$ cat src/rtl/hb_pkg.sv
// Shared definitions for the boot sequencer: FSM state encoding and per-byte cycle counts.
package hb_pkg;

  localparam int unsigned DEFAULT_ADDR_W      = 12;
  localparam int unsigned COPY_CYC_PER_BYTE   = 3;
  localparam int unsigned VERIFY_CYC_PER_BYTE = 2;
  localparam int unsigned SETTLE_W            = 8;

  typedef enum logic [2:0] {
    ST_SETTLE,
    ST_RD,
    ST_WR,
    ST_NXT,
    ST_VRD,
    ST_VCMP,
    ST_DONE,
    ST_FAIL
  } boot_state_e;

endpackage

$ cat src/rtl/boot_addr_counter.sv
// Copy/verify address counter with synchronous clear, increment enable and a registered
// terminal flag that is high while count == WORDS-1.
module boot_addr_counter
  import hb_pkg::*;
#(
  parameter int unsigned ADDR_W = DEFAULT_ADDR_W,
  parameter int unsigned WORDS  = 4096
) (
  input  logic              clk,
  input  logic              rst_bar,
  input  logic              clear,
  input  logic              inc,
  output logic [ADDR_W-1:0] count,
  output logic              last
);

  localparam logic [ADDR_W-1:0] LAST_ADDR    = ADDR_W'(WORDS - 1);
  localparam logic              LAST_AT_ZERO = (LAST_ADDR == '0);

  logic [ADDR_W-1:0] count_inc_c;

  assign count_inc_c = count + ADDR_W'(1);

  // The flag tracks the value being loaded so it is valid in the same cycle as count.
  always_ff @(posedge clk or negedge rst_bar) begin
    if (!rst_bar) begin
      count <= '0;
      last  <= LAST_AT_ZERO;
    end else if (clear) begin
      count <= '0;
      last  <= LAST_AT_ZERO;
    end else if (inc) begin
      count <= count_inc_c;
      last  <= (count_inc_c == LAST_ADDR);
    end
  end

endmodule

$ cat src/rtl/boot_sequencer.sv
// Power-on EEPROM-to-RAM copy sequencer that releases the CPU with boot_done.
// Define BOOT_VERIFY_EN to add a RAM read-back verify pass (VRD/VCMP/FAIL).
module boot_sequencer
  import hb_pkg::*;
#(
  parameter int unsigned ADDR_W     = DEFAULT_ADDR_W,
  parameter int unsigned WORDS      = 4096,
  parameter int unsigned SETTLE_CYC = 4
) (
  input  logic              clk,
  input  logic              rst_bar,
  input  logic              boot_req,
  output logic [ADDR_W-1:0] rom_addr,
  output logic              rom_ce_bar,
  input  logic [7:0]        rom_data,
  output logic [ADDR_W-1:0] ram_addr,
  output logic              ram_ce_bar,
  output logic              ram_we_bar,
  output logic              ram_data_oe,
  output logic [7:0]        ram_wdata,
  input  logic [7:0]        ram_rdata,
  output logic              busy,
  output logic              boot_done,
  output logic              error,
  output logic [ADDR_W-1:0] fail_addr
);

  if (WORDS < 1 || longint'(WORDS) > (longint'(1) << ADDR_W)) begin : g_bad_words
    $error("boot_sequencer: WORDS out of range 1..2**ADDR_W");
  end
  if (SETTLE_CYC < 1 || SETTLE_CYC > 255) begin : g_bad_settle
    $error("boot_sequencer: SETTLE_CYC out of range 1..255");
  end

  boot_state_e         state;
  logic [SETTLE_W-1:0] settle_cnt;
  logic [ADDR_W-1:0]   addr;
  logic                cnt_last;
  logic                cnt_clear_c;
  logic                cnt_inc_c;

  boot_addr_counter #(
    .ADDR_W (ADDR_W),
    .WORDS  (WORDS)
  ) u_addr_counter (
    .clk     (clk),
    .rst_bar (rst_bar),
    .clear   (cnt_clear_c),
    .inc     (cnt_inc_c),
    .count   (addr),
    .last    (cnt_last)
  );

  assign rom_addr = addr;
  assign ram_addr = addr;

`ifdef BOOT_VERIFY_EN
  logic [7:0] rom_q;
  logic [7:0] ram_q;
  logic       match_c;

  assign match_c = (rom_q == ram_q);
`else
  logic unused_rdata;

  assign unused_rdata = ^ram_rdata;
  assign error        = 1'b0;
  assign fail_addr    = '0;
`endif

  // Counter control; the terminal byte never increments, so a full 2**ADDR_W image cannot wrap.
  always_comb begin
    cnt_clear_c = 1'b0;
    cnt_inc_c   = 1'b0;
    case (state)
      ST_NXT: begin
        cnt_inc_c = !cnt_last;
`ifdef BOOT_VERIFY_EN
        cnt_clear_c = cnt_last;
`endif
      end
`ifdef BOOT_VERIFY_EN
      ST_VCMP: cnt_inc_c   = match_c && !cnt_last;
      ST_FAIL: cnt_clear_c = boot_req;
`endif
      ST_DONE: cnt_clear_c = boot_req;
      default: ;
    endcase
  end

  // FSM with outputs registered for the state being entered.
  always_ff @(posedge clk or negedge rst_bar) begin
    if (!rst_bar) begin
      state       <= ST_SETTLE;
      settle_cnt  <= '0;
      rom_ce_bar  <= 1'b1;
      ram_ce_bar  <= 1'b1;
      ram_we_bar  <= 1'b1;
      ram_data_oe <= 1'b0;
      ram_wdata   <= '0;
      busy        <= 1'b1;
      boot_done   <= 1'b0;
`ifdef BOOT_VERIFY_EN
      rom_q       <= '0;
      ram_q       <= '0;
      error       <= 1'b0;
      fail_addr   <= '0;
`endif
    end else begin
      case (state)
        ST_SETTLE: begin
          if (settle_cnt == SETTLE_W'(SETTLE_CYC - 1)) begin
            state      <= ST_RD;
            rom_ce_bar <= 1'b0;
          end else begin
            settle_cnt <= settle_cnt + SETTLE_W'(1);
          end
        end
        ST_RD: begin
          state       <= ST_WR;
          ram_wdata   <= rom_data;
          rom_ce_bar  <= 1'b1;
          ram_ce_bar  <= 1'b0;
          ram_we_bar  <= 1'b0;
          ram_data_oe <= 1'b1;
        end
        ST_WR: begin
          state      <= ST_NXT;
          ram_we_bar <= 1'b1;
        end
        ST_NXT: begin
          ram_ce_bar  <= 1'b1;
          ram_data_oe <= 1'b0;
          if (!cnt_last) begin
            state      <= ST_RD;
            rom_ce_bar <= 1'b0;
          end else begin
`ifdef BOOT_VERIFY_EN
            state      <= ST_VRD;
            rom_ce_bar <= 1'b0;
            ram_ce_bar <= 1'b0;
`else
            state      <= ST_DONE;
            busy       <= 1'b0;
            boot_done  <= 1'b1;
`endif
          end
        end
`ifdef BOOT_VERIFY_EN
        ST_VRD: begin
          state      <= ST_VCMP;
          rom_q      <= rom_data;
          ram_q      <= ram_rdata;
          rom_ce_bar <= 1'b1;
          ram_ce_bar <= 1'b1;
        end
        ST_VCMP: begin
          if (!match_c) begin
            state     <= ST_FAIL;
            busy      <= 1'b0;
            error     <= 1'b1;
            fail_addr <= addr;
          end else if (cnt_last) begin
            state     <= ST_DONE;
            busy      <= 1'b0;
            boot_done <= 1'b1;
          end else begin
            state      <= ST_VRD;
            rom_ce_bar <= 1'b0;
            ram_ce_bar <= 1'b0;
          end
        end
        ST_FAIL: begin
          if (boot_req) begin
            state      <= ST_SETTLE;
            settle_cnt <= '0;
            busy       <= 1'b1;
            error      <= 1'b0;
          end
        end
`endif
        ST_DONE: begin
          if (boot_req) begin
            state      <= ST_SETTLE;
            settle_cnt <= '0;
            busy       <= 1'b1;
            boot_done  <= 1'b0;
          end
        end
        default: begin
          state      <= ST_SETTLE;
          settle_cnt <= '0;
        end
      endcase
    end
  end

endmodule

$ cat config.mk
export PLATFORM = sky130hd
export DESIGN_NAME = boot_sequencer
export DESIGN_NICKNAME = d
export VERILOG_FILES = /design/src/rtl/hb_pkg.sv /design/src/rtl/boot_addr_counter.sv /design/src/rtl/boot_sequencer.sv
export SDC_FILE = /design/constraint.sdc
export NUM_CORES = 1
export LEC_CHECK = 0
export BUFFER_PORTS_ARGS = -buffer_cell sky130_fd_sc_hd__buf_2
export CAP_MARGIN = 20
export CORE_MARGIN = 4
export CORE_UTILIZATION = 50
export DETAILED_ROUTE_END_ITERATION = 16
export PLACE_DENSITY = 0.79
export RECOVER_POWER = 100
export SYNTH_ARGS = -nofsm -noshare
export SYNTH_HDL_FRONTEND = slang
export SYNTH_SLANG_ARGS = --single-unit
$ cat constraint.sdc
create_clock -name clk -period 2.1 [get_ports clk]
set_input_delay 0.105 -clock clk [delete_from_list [all_inputs] [get_ports clk]]
set_output_delay 0.105 -clock clk [all_outputs]
set_load 0.02 [all_outputs]
==> impl_metrics.json <==
{
  "status": "finished, final reports clean",
  "drive_gt1_share_pct": 15.3,
  "hp-class": "in -> reg",
  "power_leakage_uw": 0.000983,
  "startpoint_type": "flip-flop",
  "holdPathEnd": "ram_wdata[2]",
  "clk_pin_slew_ns": 0.08,
  "io_pins": 70,
  "report.final.slew_viol_count": 0,
  "yosys_warnings": 0,
  "cts_buffer_depth": 2,
  "timing.fmax_mhz": 505,
  "crit_type": "reg -> reg",
  "grt_max_degree": 39,
  "cts.sinks": 38,
  "antenna_cells": 0,
  "cp_num_buf_inv": 0,
  "die_width_um": 74.2,
  "syn_area_mm2": 0.00219,
  "rows": 23,
  "wire_per_inst_um": 14.3,
  "r2r_end": "u_addr_counter.last",
  "h-tree-depth": 2,
  "worst_ir_drop_vdd_mv": 0.433,
  "min_from": "rom_data[2]",
  "hold_depth": 2,
  "core-area_mm2": 0.00412,
  "postCtsHoldBufs": 1,
  "regToRegSetupSlack_ns": 0.12,
  "nNetsFinal": 289,
  "drt_wl_total_um": 4540,
  "post_cts_buffers": 0,
  "ys.flop_type": "dfrtp_1",
  "critPathArrivalTime_ns": 2.17,
  "yosys-top-cells-area": "dfrtp_1 (39%), buf_4 (8.9%), o21ai_0 (6.4%)",
  "cts_made_buffers": 5,
  "root_buffer": "clkbuf_8",
  "min_period_ns": 1.98,
  "synth_edf_count": 0,
  "cp_top_family": "simple AND/OR/NAND/NOR gates",
  "ys_seq_area_share_pct": 43.6,
  "dpl.hpwl_um": 3200,
  "relSlewSlack_pct": 38.5,
  "synth_cells": 233,
  "crit_path_max_fanout": 12,
  "cts_tree": "built",
  "vias": 1770,
  "rsz0062_at_grt": "no",
  "fin_setup_tns_ns": 0,
  "max_stage_delay_ns": 0.54,
  "drc": 0,
  "async_flop_share_pct": 100,
  "syn2layout_area_growth_pct": 11.1,
  "cp.required_ns": 2.29,
  "insertion_delay_ns": 0.29,
  "drt_pass1_iterations": 4,
  "ctsResizeCount": 0,
  "die_height_um": 74.2,
  "grt_pass1_wl_um": 7310,
  "fp.dieArea_mm2": 0.00550,
  "setup_viol": 0,
  "slowest_stage": "or4_1",
  "post-route-period-util_pct": 94.2,
  "dp_slack_ns": 0.131,
  "synth_top_cell_by_area": "dfrtp_1",
  "ys_types": 52,
  "port_buffers": 48,
  "ys_ff_latch": 38,
  "gr-total-overflow": 0,
  "cp_cell_sequence": "and4bb_4, nor2_2, or4_1, o41ai_2",
  "syn_area_per_cell_um2": 9.40,
  "fin_worst_skew_ns": 0.00990,
  "grt_use_total_pct": 17.0,
  "drtIter0Drc": 127,
  "worst_pin_slew_ns": 0.923,
  "synth_top_area_share_pct": 38.8,
  "routabilityCongestion": 0.850,
  "power_density_mw_per_mm2": 647,
  "end_kind": "flip-flop",
  "antenna_found_initial": 0,
  "ant_nets": 0,
  "drv_cap": 0,
  "r2r-start": "state[2]",
  "fin_ws_ns": 0.121,
  "hold_viol": 0,
  "grt_pass1_vias": 1645,
  "detail_route.vias_per_cell": 5.57,
  "ff2ff_path_depth": 4,
  "initial_core_util_pct": 53.2
}
[cells in the mapped netlist, drive strengths merged (3+ instances only)]
master,n
dfrtp,34
buf,28
o21ai,28
a21oi,15
nand2,13
clkbuf,12
nor2,12
nand3,11
mux2,9
inv,6
dfstp,4
nand4,4
a31oi,3
ha,3
nor3,3
o31ai,3
xnor2,3
[cells by family after synthesis]
family,count (synthesis),synth area share [%]
AOI/OAI and AO/OA,64,17.8
xor gates and xnor gates,5,2.00
adders and majority gates,3,1.71
buffers and inverters,46,12.4
DFF,38,43.6
muxes,10,5.08
other,1,0.171
and+or+nand+nor,66,17.1
[flip-flops by register name (all words and copies together), names as in the netlist, 3 cells and up]
name and flops:
state 3, u_addr_counter.count 12, settle_cnt 8, ram_wdata 8
[power breakdown]
| part | switching (uW) | total, uW | leakage (uW) | internal [uW] |
|---|---|---|---|---|
| logic | 51.9 | 68.1 | 0.000458 | 16.2 |
| registers | 3.67 | 743 | 0.000454 | 739 |
| clock network | 257 | 764 | 0.0000714 | 507 |
| total | 313 | 1580 | 0.000983 | 1260 |
[layer usage]
layer | share of wire, % | track usage [%]
met5 | 0 | 0
met4 | 0.82 | 4.43
met3 | 6.3 | 5.00
met2 | 47 | 27.1
met1 | 46 | 22.7
[cell usage in the layout (no fill, tap or decap), types with 3 or more instances in the layout]
master / netlist / routed
a21oi_1: 15 / 15
a31oi_1: 3 / 3
buf_2: 2 / 9
buf_4: 26 / 5
clkbuf_1: 12 / 39
clkbuf_8: 0 / 6
conb_1: 1 / 13
dfrtp_1: 34 / 34
dfstp_2: 4 / 4
ha_1: 3 / 3
inv_1: 6 / 6
mux2_2: 9 / 9
nand2_1: 13 / 13
nand3_1: 11 / 11
nand4_1: 4 / 4
nor2_1: 10 / 10
nor3_1: 3 / 3
o21ai_0: 28 / 28
o31ai_1: 3 / 3
xnor2_1: 3 / 3
[how the worst max path moves through the flow]
| stage | start | endpoint | slack, ns | depth (start not counted) |
|---|---|---|---|---|
| after CTS | settle_cnt[0] | settle_cnt[6] | 0.12 | 5 |
| final | state[2] | u_addr_counter.last | 0.12 | 4 |
| after global placement | settle_cnt[0] | settle_cnt[6] | 0.19 | 5 |
| after floorplan | u_addr_counter.count[0] | u_addr_counter.last | 0.16 | 5 |
| after global routing | settle_cnt[0] | settle_cnt[6] | 0.01 | 5 |
| after detailed placement | settle_cnt[0] | settle_cnt[6] | 0.13 | 5 |
[layout make-up]
| cell class | instances | area (um2) |
|---|---|---|
| Clock buffer | 6 | 82.6 |
| Clock inverter | 2 | 60.1 |
| Fill cell | 378 | 1680 |
| Inverter | 6 | 22.5 |
| Multi-Input combinational cell | 161 | 1010 |
| Sequential cell | 38 | 956 |
| Tap cell | 50 | 62.6 |
| Timing Repair Buffer | 55 | 244 |
[through the flow]
stage / cells / hold WS [ns] / utilization [%] / total power, uW / area, um2
5_1_grt: 318 / 0.0372 / 59.2 / 1630 / 2430
3_3_place_gp: 309 / 0.249 / 56.7 / 826 / 2330
2_1_floorplan: 245 / -0.191 / - / 813 / 2240
6_report: 318 / 0.0447 / 59.2 / 1580 / 2430
3_5_place_dp: 309 / 0.259 / 56.7 / 827 / 2330
4_1_cts: 318 / 0.0333 / 60.4 / 1590 / 2490
(Power assumes the default switching activity.)
